`src/rtl/tcp_msg_ptr_poller_mq.sv`:
```
// Message-pointer poller: pops active flows, fetches request and ring pointers,
// and either emits a message descriptor and clears the flow or requeues it.
module tcp_msg_ptr_poller_mq #(
    parameter int unsigned FLOWID_W        = 8,
    parameter int unsigned POLLER_PTR_W    = 16,
    parameter int unsigned STAT_W          = 32,
    parameter int unsigned XY_WIDTH        = 8,
    parameter int unsigned NOC_FBITS_WIDTH = 4
) (
    input  logic                       clk,
    input  logic                       rst,

    input  logic                       q_empty,
    output logic                       q_rd_en,
    input  logic [FLOWID_W-1:0]        q_rd_data,
    input  logic                       q_full,
    output logic                       q_wr_en,
    output logic [FLOWID_W-1:0]        q_wr_data,

    output logic                       req_mem_rd_req_val,
    input  logic                       req_mem_rd_req_rdy,
    output logic [FLOWID_W-1:0]        req_mem_rd_req_addr,
    input  logic                       req_mem_rd_resp_val,
    input  logic [POLLER_PTR_W-1:0]    req_mem_rd_resp_len,
    input  logic [XY_WIDTH-1:0]        req_mem_rd_resp_dst_x,
    input  logic [XY_WIDTH-1:0]        req_mem_rd_resp_dst_y,
    input  logic [NOC_FBITS_WIDTH-1:0] req_mem_rd_resp_fbits,
    input  logic                       req_mem_rd_resp_mode,

    output logic                       ptr_rd_req_val,
    input  logic                       ptr_rd_req_rdy,
    output logic [FLOWID_W-1:0]        ptr_rd_req_addr,
    input  logic                       ptr_rd_resp_val,
    input  logic [POLLER_PTR_W:0]      ptr_rd_resp_base,
    input  logic [POLLER_PTR_W:0]      ptr_rd_resp_end,

    output logic                       msg_dst_val,
    input  logic                       msg_dst_rdy,
    output logic [FLOWID_W-1:0]        msg_dst_flowid,
    output logic [POLLER_PTR_W:0]      msg_dst_base_ptr,
    output logic [POLLER_PTR_W-1:0]    msg_dst_len,
    output logic [XY_WIDTH-1:0]        msg_dst_dst_x,
    output logic [XY_WIDTH-1:0]        msg_dst_dst_y,
    output logic [NOC_FBITS_WIDTH-1:0] msg_dst_fbits,

    output logic                       clr_val,
    input  logic                       clr_rdy,
    output logic [FLOWID_W-1:0]        clr_flowid,

    output logic [STAT_W-1:0]          stat_polls,
    output logic [STAT_W-1:0]          stat_hits
);

    localparam int unsigned PTR_W = POLLER_PTR_W + 1;
    localparam logic [PTR_W-1:0] BUF_DEPTH = {1'b1, {POLLER_PTR_W{1'b0}}};

    typedef enum logic [3:0] {
        ST_IDLE,
        ST_REQ_RD,
        ST_REQ_WAIT,
        ST_PTR_RD,
        ST_PTR_WAIT,
        ST_EVAL,
        ST_SEND,
        ST_CLEAR,
        ST_REQUEUE
    } state_t;

    state_t                     r_state;
    state_t                     w_state_next;
    logic                       w_q_rd_en;
    logic                       w_q_wr_en;

    logic [FLOWID_W-1:0]        r_flowid;
    logic [POLLER_PTR_W-1:0]    r_len;
    logic [XY_WIDTH-1:0]        r_dst_x;
    logic [XY_WIDTH-1:0]        r_dst_y;
    logic [NOC_FBITS_WIDTH-1:0] r_fbits;
    logic                       r_mode;
    logic [PTR_W-1:0]           r_base;
    logic [PTR_W-1:0]           r_end;
    logic [STAT_W-1:0]          r_stat_polls;
    logic [STAT_W-1:0]          r_stat_hits;

    logic                       r_req_val;
    logic                       r_ptr_val;
    logic                       r_msg_val;
    logic                       r_clr_val;

    logic [PTR_W-1:0]           w_used_data;
    logic [PTR_W-1:0]           w_used_space;
    logic [PTR_W-1:0]           w_room;
    logic [PTR_W-1:0]           w_len_ext;
    logic                       w_satisfied;

    // Ring occupancy, all modulo 2^PTR_W; the wrap bit makes full distinguishable from empty
    assign w_used_data  = r_end - r_base;
    assign w_used_space = r_base - r_end;
    assign w_room       = BUF_DEPTH - w_used_space;
    assign w_len_ext    = {1'b0, r_len};
    assign w_satisfied  = (r_len == '0) ||
                          (r_mode ? (w_room >= w_len_ext) : (w_used_data >= w_len_ext));

    always_ff @(posedge clk) begin
        if (rst) begin
            r_state <= ST_IDLE;
        end else begin
            r_state <= w_state_next;
        end
    end

    always_comb begin
        w_state_next = r_state;
        w_q_rd_en    = 1'b0;
        w_q_wr_en    = 1'b0;
        case (r_state)
            ST_IDLE: begin
                if (!rst && !q_empty) begin
                    w_q_rd_en    = 1'b1;
                    w_state_next = ST_REQ_RD;
                end
            end
            ST_REQ_RD: begin
                if (req_mem_rd_req_rdy) w_state_next = ST_REQ_WAIT;
            end
            ST_REQ_WAIT: begin
                if (req_mem_rd_resp_val) w_state_next = ST_PTR_RD;
            end
            ST_PTR_RD: begin
                if (ptr_rd_req_rdy) w_state_next = ST_PTR_WAIT;
            end
            ST_PTR_WAIT: begin
                if (ptr_rd_resp_val) w_state_next = ST_EVAL;
            end
            ST_EVAL: begin
                w_state_next = w_satisfied ? ST_SEND : ST_REQUEUE;
            end
            ST_SEND: begin
                if (msg_dst_rdy) w_state_next = ST_CLEAR;
            end
            ST_CLEAR: begin
                if (clr_rdy) w_state_next = ST_IDLE;
            end
            ST_REQUEUE: begin
                if (!rst && !q_full) begin
                    w_q_wr_en    = 1'b1;
                    w_state_next = ST_IDLE;
                end
            end
            default: w_state_next = ST_IDLE;
        endcase
    end

    // Valids are registered images of the next state, so they never follow a rdy input combinationally
    always_ff @(posedge clk) begin
        if (rst) begin
            r_req_val    <= 1'b0;
            r_ptr_val    <= 1'b0;
            r_msg_val    <= 1'b0;
            r_clr_val    <= 1'b0;
            r_flowid     <= '0;
            r_len        <= '0;
            r_dst_x      <= '0;
            r_dst_y      <= '0;
            r_fbits      <= '0;
            r_mode       <= 1'b0;
            r_base       <= '0;
            r_end        <= '0;
            r_stat_polls <= '0;
            r_stat_hits  <= '0;
        end else begin
            r_req_val <= (w_state_next == ST_REQ_RD);
            r_ptr_val <= (w_state_next == ST_PTR_RD);
            r_msg_val <= (w_state_next == ST_SEND);
            r_clr_val <= (w_state_next == ST_CLEAR);

            if (w_q_rd_en) begin
                r_flowid <= q_rd_data;
            end
            if (r_state == ST_REQ_WAIT && req_mem_rd_resp_val) begin
                r_len   <= req_mem_rd_resp_len;
                r_dst_x <= req_mem_rd_resp_dst_x;
                r_dst_y <= req_mem_rd_resp_dst_y;
                r_fbits <= req_mem_rd_resp_fbits;
                r_mode  <= req_mem_rd_resp_mode;
            end
            if (r_state == ST_PTR_WAIT && ptr_rd_resp_val) begin
                r_base <= ptr_rd_resp_base;
                r_end  <= ptr_rd_resp_end;
            end
            if (r_state == ST_EVAL) begin
                r_stat_polls <= r_stat_polls + STAT_W'(1);
                if (w_satisfied) begin
                    r_stat_hits <= r_stat_hits + STAT_W'(1);
                end
            end
        end
    end

    assign q_rd_en             = w_q_rd_en;
    assign q_wr_en             = w_q_wr_en;
    assign q_wr_data           = r_flowid;
    assign req_mem_rd_req_val  = r_req_val;
    assign req_mem_rd_req_addr = r_flowid;
    assign ptr_rd_req_val      = r_ptr_val;
    assign ptr_rd_req_addr     = r_flowid;
    assign msg_dst_val         = r_msg_val;
    assign msg_dst_flowid      = r_flowid;
    assign msg_dst_base_ptr    = r_base;
    assign msg_dst_len         = r_len;
    assign msg_dst_dst_x       = r_dst_x;
    assign msg_dst_dst_y       = r_dst_y;
    assign msg_dst_fbits       = r_fbits;
    assign clr_val             = r_clr_val;
    assign clr_flowid          = r_flowid;
    assign stat_polls          = r_stat_polls;
    assign stat_hits           = r_stat_hits;

endmodule

```
`config.mk`:
```
export PLATFORM = sky130hd
export DESIGN_NAME = tcp_msg_ptr_poller_mq
export DESIGN_NICKNAME = d
export VERILOG_FILES = /design/src/rtl/tcp_msg_ptr_poller_mq.sv
export SDC_FILE = /design/constraint.sdc
export NUM_CORES = 1
export LEC_CHECK = 0
export CORE_MARGIN = 2
export CORE_UTILIZATION = 25
export CTS_CLUSTER_SIZE = 40
export DETAILED_ROUTE_END_ITERATION = 16
export PLACE_DENSITY_LB_ADDON = 0.12
export SYNTH_ARGS = -nofsm -noshare
export SYNTH_HDL_FRONTEND = slang
export SYNTH_SLANG_ARGS = --single-unit
```
`constraint.sdc`:
```
create_clock -name clk -period 5.5 [get_ports clk]
set_clock_uncertainty 0.15 [all_clocks]
set_input_delay 1.1 -clock clk [delete_from_list [all_inputs] [get_ports clk]]
set_output_delay 1.1 -clock clk [all_outputs]
set_load 0.03 [all_outputs]
```
==> metrics.yaml <==
clkSinkCount: 151
synthCells: 1136
clockBufferDepth: 2
cts_setup_buffers: 0
seq_area_frac_synth_pct: 33.1
final_area_um2: 12400
clock_latency_ns: 0.44
ctsRootBufferMaster: "clkbuf_16"
register_area_um2: 3020
met1_usage_pct: 19.1
drc: 0
synth_mux_area_share_pct: 3.90
start_util_pct: 25.2
routed_wl_mm: 27.8
place_area_um2: 11800
outcome: "finished, final reports clean"
synth_top_family_by_area: "simple AND/OR/NAND/NOR gates"
yosys.area_share.adder_pct: 12.4
synth_top_area_cell: "dfxtp_1"
hold_violations: 0
endpoint_kind: "flip-flop"
drtPass1Iterations: 4
ys_ff_latch: 151
yosysUniqueCellTypes: 64
p_per_area_nw_per_um2: 223
yosysTopAreaCellShare_pct: 33.1
use_met2_pct: 24.4
area_growth_pct: 36.1
avgSynthCellArea_um2: 8.04
relSlewSlack_pct: 29.3
rsz0062_at_grt: "false"
core_area_um2: 36300
r2r_end: "stat_hits[21]"
vias_per_cell: 4.51
finalSetupViolCount: 0
synth_edf_count: 0
synth.area.top_cells: "dfxtp_1 (33%), ha_1 (8.9%), nand2_1 (8.7%)"
r2r_cells: 19
cts_tree: "done"
top_usage_layer: "met2"
ant_nets: 0
diodes: 0
path_clk_slew_ns: 0.06
pin_count: 252
syn-num-nets: 1306
hp-class: "flip-flop to flip-flop"
fin_util_pct: 34.3
dp_hpwl_mm: 20.5
async_reset_ff_share_pct: 0
wl_per_cell_um: 15.3
synth-compound-area-share_pct: 13.4
grt_max_degree: 97
ys_warn_count: 0
maxCapViolCount: 0
synthXorXnorAreaFrac_pct: 4.89
grt-ovfl-total: 0
grt_pass1_vias: 8033
htree_levels: 4
crit_path_start_kind: "flip-flop"
slew_viol_final: 0
nFillCells: 3858
fp-row-count: 70
dr_total_vias: 8200
antenna_found_initial: 0
peakVddDrop_mv: 0.222
portBuffers: 251
dp_cells: 1785
nets: 1506
crit_arrival_ns: 5.28
tns_ns: 0
drt_iter0_drc: 364
grt_use_total_pct: 14.7
fp.dieH_um: 195
required_ns: 5.67
holdBufCountCts: 0
die_area_um2: 38100
p_leak_nw: 4.55
drive_gt1_share_pct: 5.63
critPathMaxFanout: 16
multiInputGateArea_um2: 5410
period_share_pct: 93.0
grt_pass1_wl_mm: 44.3
final_cells: 1817
synth_flop_cell: "dfxtp_1"
worstMarginPinSlew_ns: 1.06
cts_made_buffers: 17
gp_congestion: 0.788
grtUsageMet3_pct: 3.75
dieWidth_um: 195
crit_type: "flip-flop to flip-flop"
synth-simple-area-share_pct: 24.4
syn_area_um2: 9140
reg2reg_slack_ns: 0.39
r2r_start: "msg_dst_base_ptr[1]"
fin_crit_ns: 5.11
fmax_ghz: 0.196
startpoint: "msg_dst_base_ptr[1]"
setup.worst_path.end: "stat_hits[21]"
## placed cells by master (no fill, tap or decap), types with 4 or more instances in the layout
| master | Yosys | layout |
|---|---|---|
| a211oi_2 | 4 | 4 |
| nor2b_1 | 31 | 31 |
| a21o_1 | 6 | 6 |
| nand2_1 | 211 | 211 |
| and4_1 | 7 | 7 |
| nor2_1 | 94 | 93 |
| o21ai_0 | 22 | 22 |
| nand3_1 | 28 | 28 |
| o21a_1 | 4 | 4 |
| a21oi_2 | 8 | 8 |
| nand3b_1 | 11 | 11 |
| a211oi_1 | 9 | 9 |
| xnor2_1 | 26 | 26 |
| and3_1 | 9 | 9 |
| dfxtp_1 | 151 | 151 |
| clkdlybuf4s50_1 | 0 | 250 |
| or3_1 | 10 | 10 |
| mux2_1 | 18 | 18 |
| nor3_1 | 19 | 19 |
| inv_1 | 75 | 75 |
| fa_1 | 16 | 16 |
| nor4_1 | 7 | 7 |
| nand2b_1 | 9 | 9 |
| mux2_2 | 11 | 11 |
| xor2_1 | 25 | 25 |
| and2_1 | 6 | 6 |
| a21oi_1 | 103 | 103 |
| clkbuf_16 | 0 | 17 |
| a31oi_1 | 7 | 7 |
| a21boi_0 | 5 | 4 |
| buf_4 | 32 | 6 |
| nand4_1 | 19 | 19 |
| ha_1 | 65 | 65 |
## timing repair
action / in CTS / in global routing
hold endpoints to repair: 0 / 0
gates resized for setup: 0 / 3
setup endpoints to repair: 0 / 3
## logic make-up (layout without fill, tap and decap cells)
group | count (synthesis) | count (layout)
XOR/XNOR | 51 | 51
buffers and inverters | 152 | 365
AND/OR/NAND/NOR | 474 | 474
adder cells (fa/ha/maj) | 81 | 81
flip-flops | 151 | 151
multiplexers | 32 | 32
AO/OA/AOI/OAI | 195 | 195
## worst min path at each step
stage,startpoint,endpoint,cells past startpoint
after floorplan,r_end[0],r_end[0],2
after global placement,msg_dst_dst_x[3],msg_dst_dst_x[3],2
after detailed placement,msg_dst_dst_y[3],msg_dst_dst_y[3],2
after CTS,msg_dst_dst_x[7],msg_dst_dst_x[7],2
after global routing,msg_dst_dst_x[6],msg_dst_dst_x[6],2
final,msg_dst_dst_x[1],msg_dst_dst_x[1],2
## synthesized netlist by cell type (8+ instances only)
cell	count
inv_1	75
nand2_1	211
nand3_1	28
o21ai_0	22
nand2b_1	9
a21oi_2	8
xnor2_1	26
a21oi_1	103
and3_1	9
mux2_1	18
nor2b_1	31
nand3b_1	11
dfxtp_1	151
clkbuf_1	36
a211oi_1	9
xor2_1	25
or3_1	10
ha_1	65
nand4_1	19
mux2_2	11
buf_4	32
fa_1	16
nor2_1	94
nor3_1	19
## layout make-up
| class | count | share of cell area, % |
|---|---|---|
| Sequential cell | 151 | 24.3 |
| Clock buffer | 19 | 3.56 |
| Timing Repair Buffer | 257 | 20.6 |
| Multi-Input combinational cell | 833 | 43.5 |
| Tap cell | 468 | 4.71 |
| Inverter | 76 | 2.30 |
| Clock inverter | 13 | 0.987 |
## stage by stage
step                      power, mW  hold slack [ns]  worst slack (ns)
after floorplan                1.47            0.286             0.674
after global placement         1.64            0.291             0.386
after detailed placement       1.64            0.299             0.318
after CTS                      2.84            0.308             0.286
after global routing           2.92            0.324            0.0316
final                          2.78            0.303             0.388
## power breakdown
group	internal, mW	switching [mW]
Sequential	1.11	0.0223
Clock	0.641	0.519
Combinational	0.215	0.268
Total	1.97	0.809
## flip-flops by register name, indices dropped and copies added (netlist names)
name and cells:
ptr_rd_req_val 1, req_mem_rd_req_val 1, clr_val 1, msg_dst_base_ptr 17, stat_hits 32, r_mode 1
msg_dst_dst_y 8, msg_dst_dst_x 8, msg_dst_val 1, clr_flowid 8, msg_dst_fbits 4, stat_polls 32
r_state 4, r_end 17, msg_dst_len 16
## worst max-delay path: stages (launching register included)
cell and delay (ns):
dfxtp_1 0.39, inv_1 0.06, ha_1 0.31, ha_1 0.25, fa_1 0.41, nor2b_1 0.14, o21ai_0 0.19, a21boi_0 0.14
o21ai_0 0.25, a21oi_1 0.16, a31oi_1 0.20, a21oi_1 0.11, xnor2_1 0.15, ha_1 0.30, nand3_1 0.10, or3_1 0.37
o211a_1 0.18, a221o_4 0.53, a211oi_2 0.26, mux2_1 0.34
## routing by layer
| layer | vias to the layer above | wire, um |
|---|---|---|
| met5 | - | 0 |
| met4 | 0 | 235 |
| met3 | 15 | 1250 |
| met2 | 171 | 13200 |
| met1 | 3824 | 13100 |
| li1 | 4190 | - |
Power figures use the tool's default switching activity.
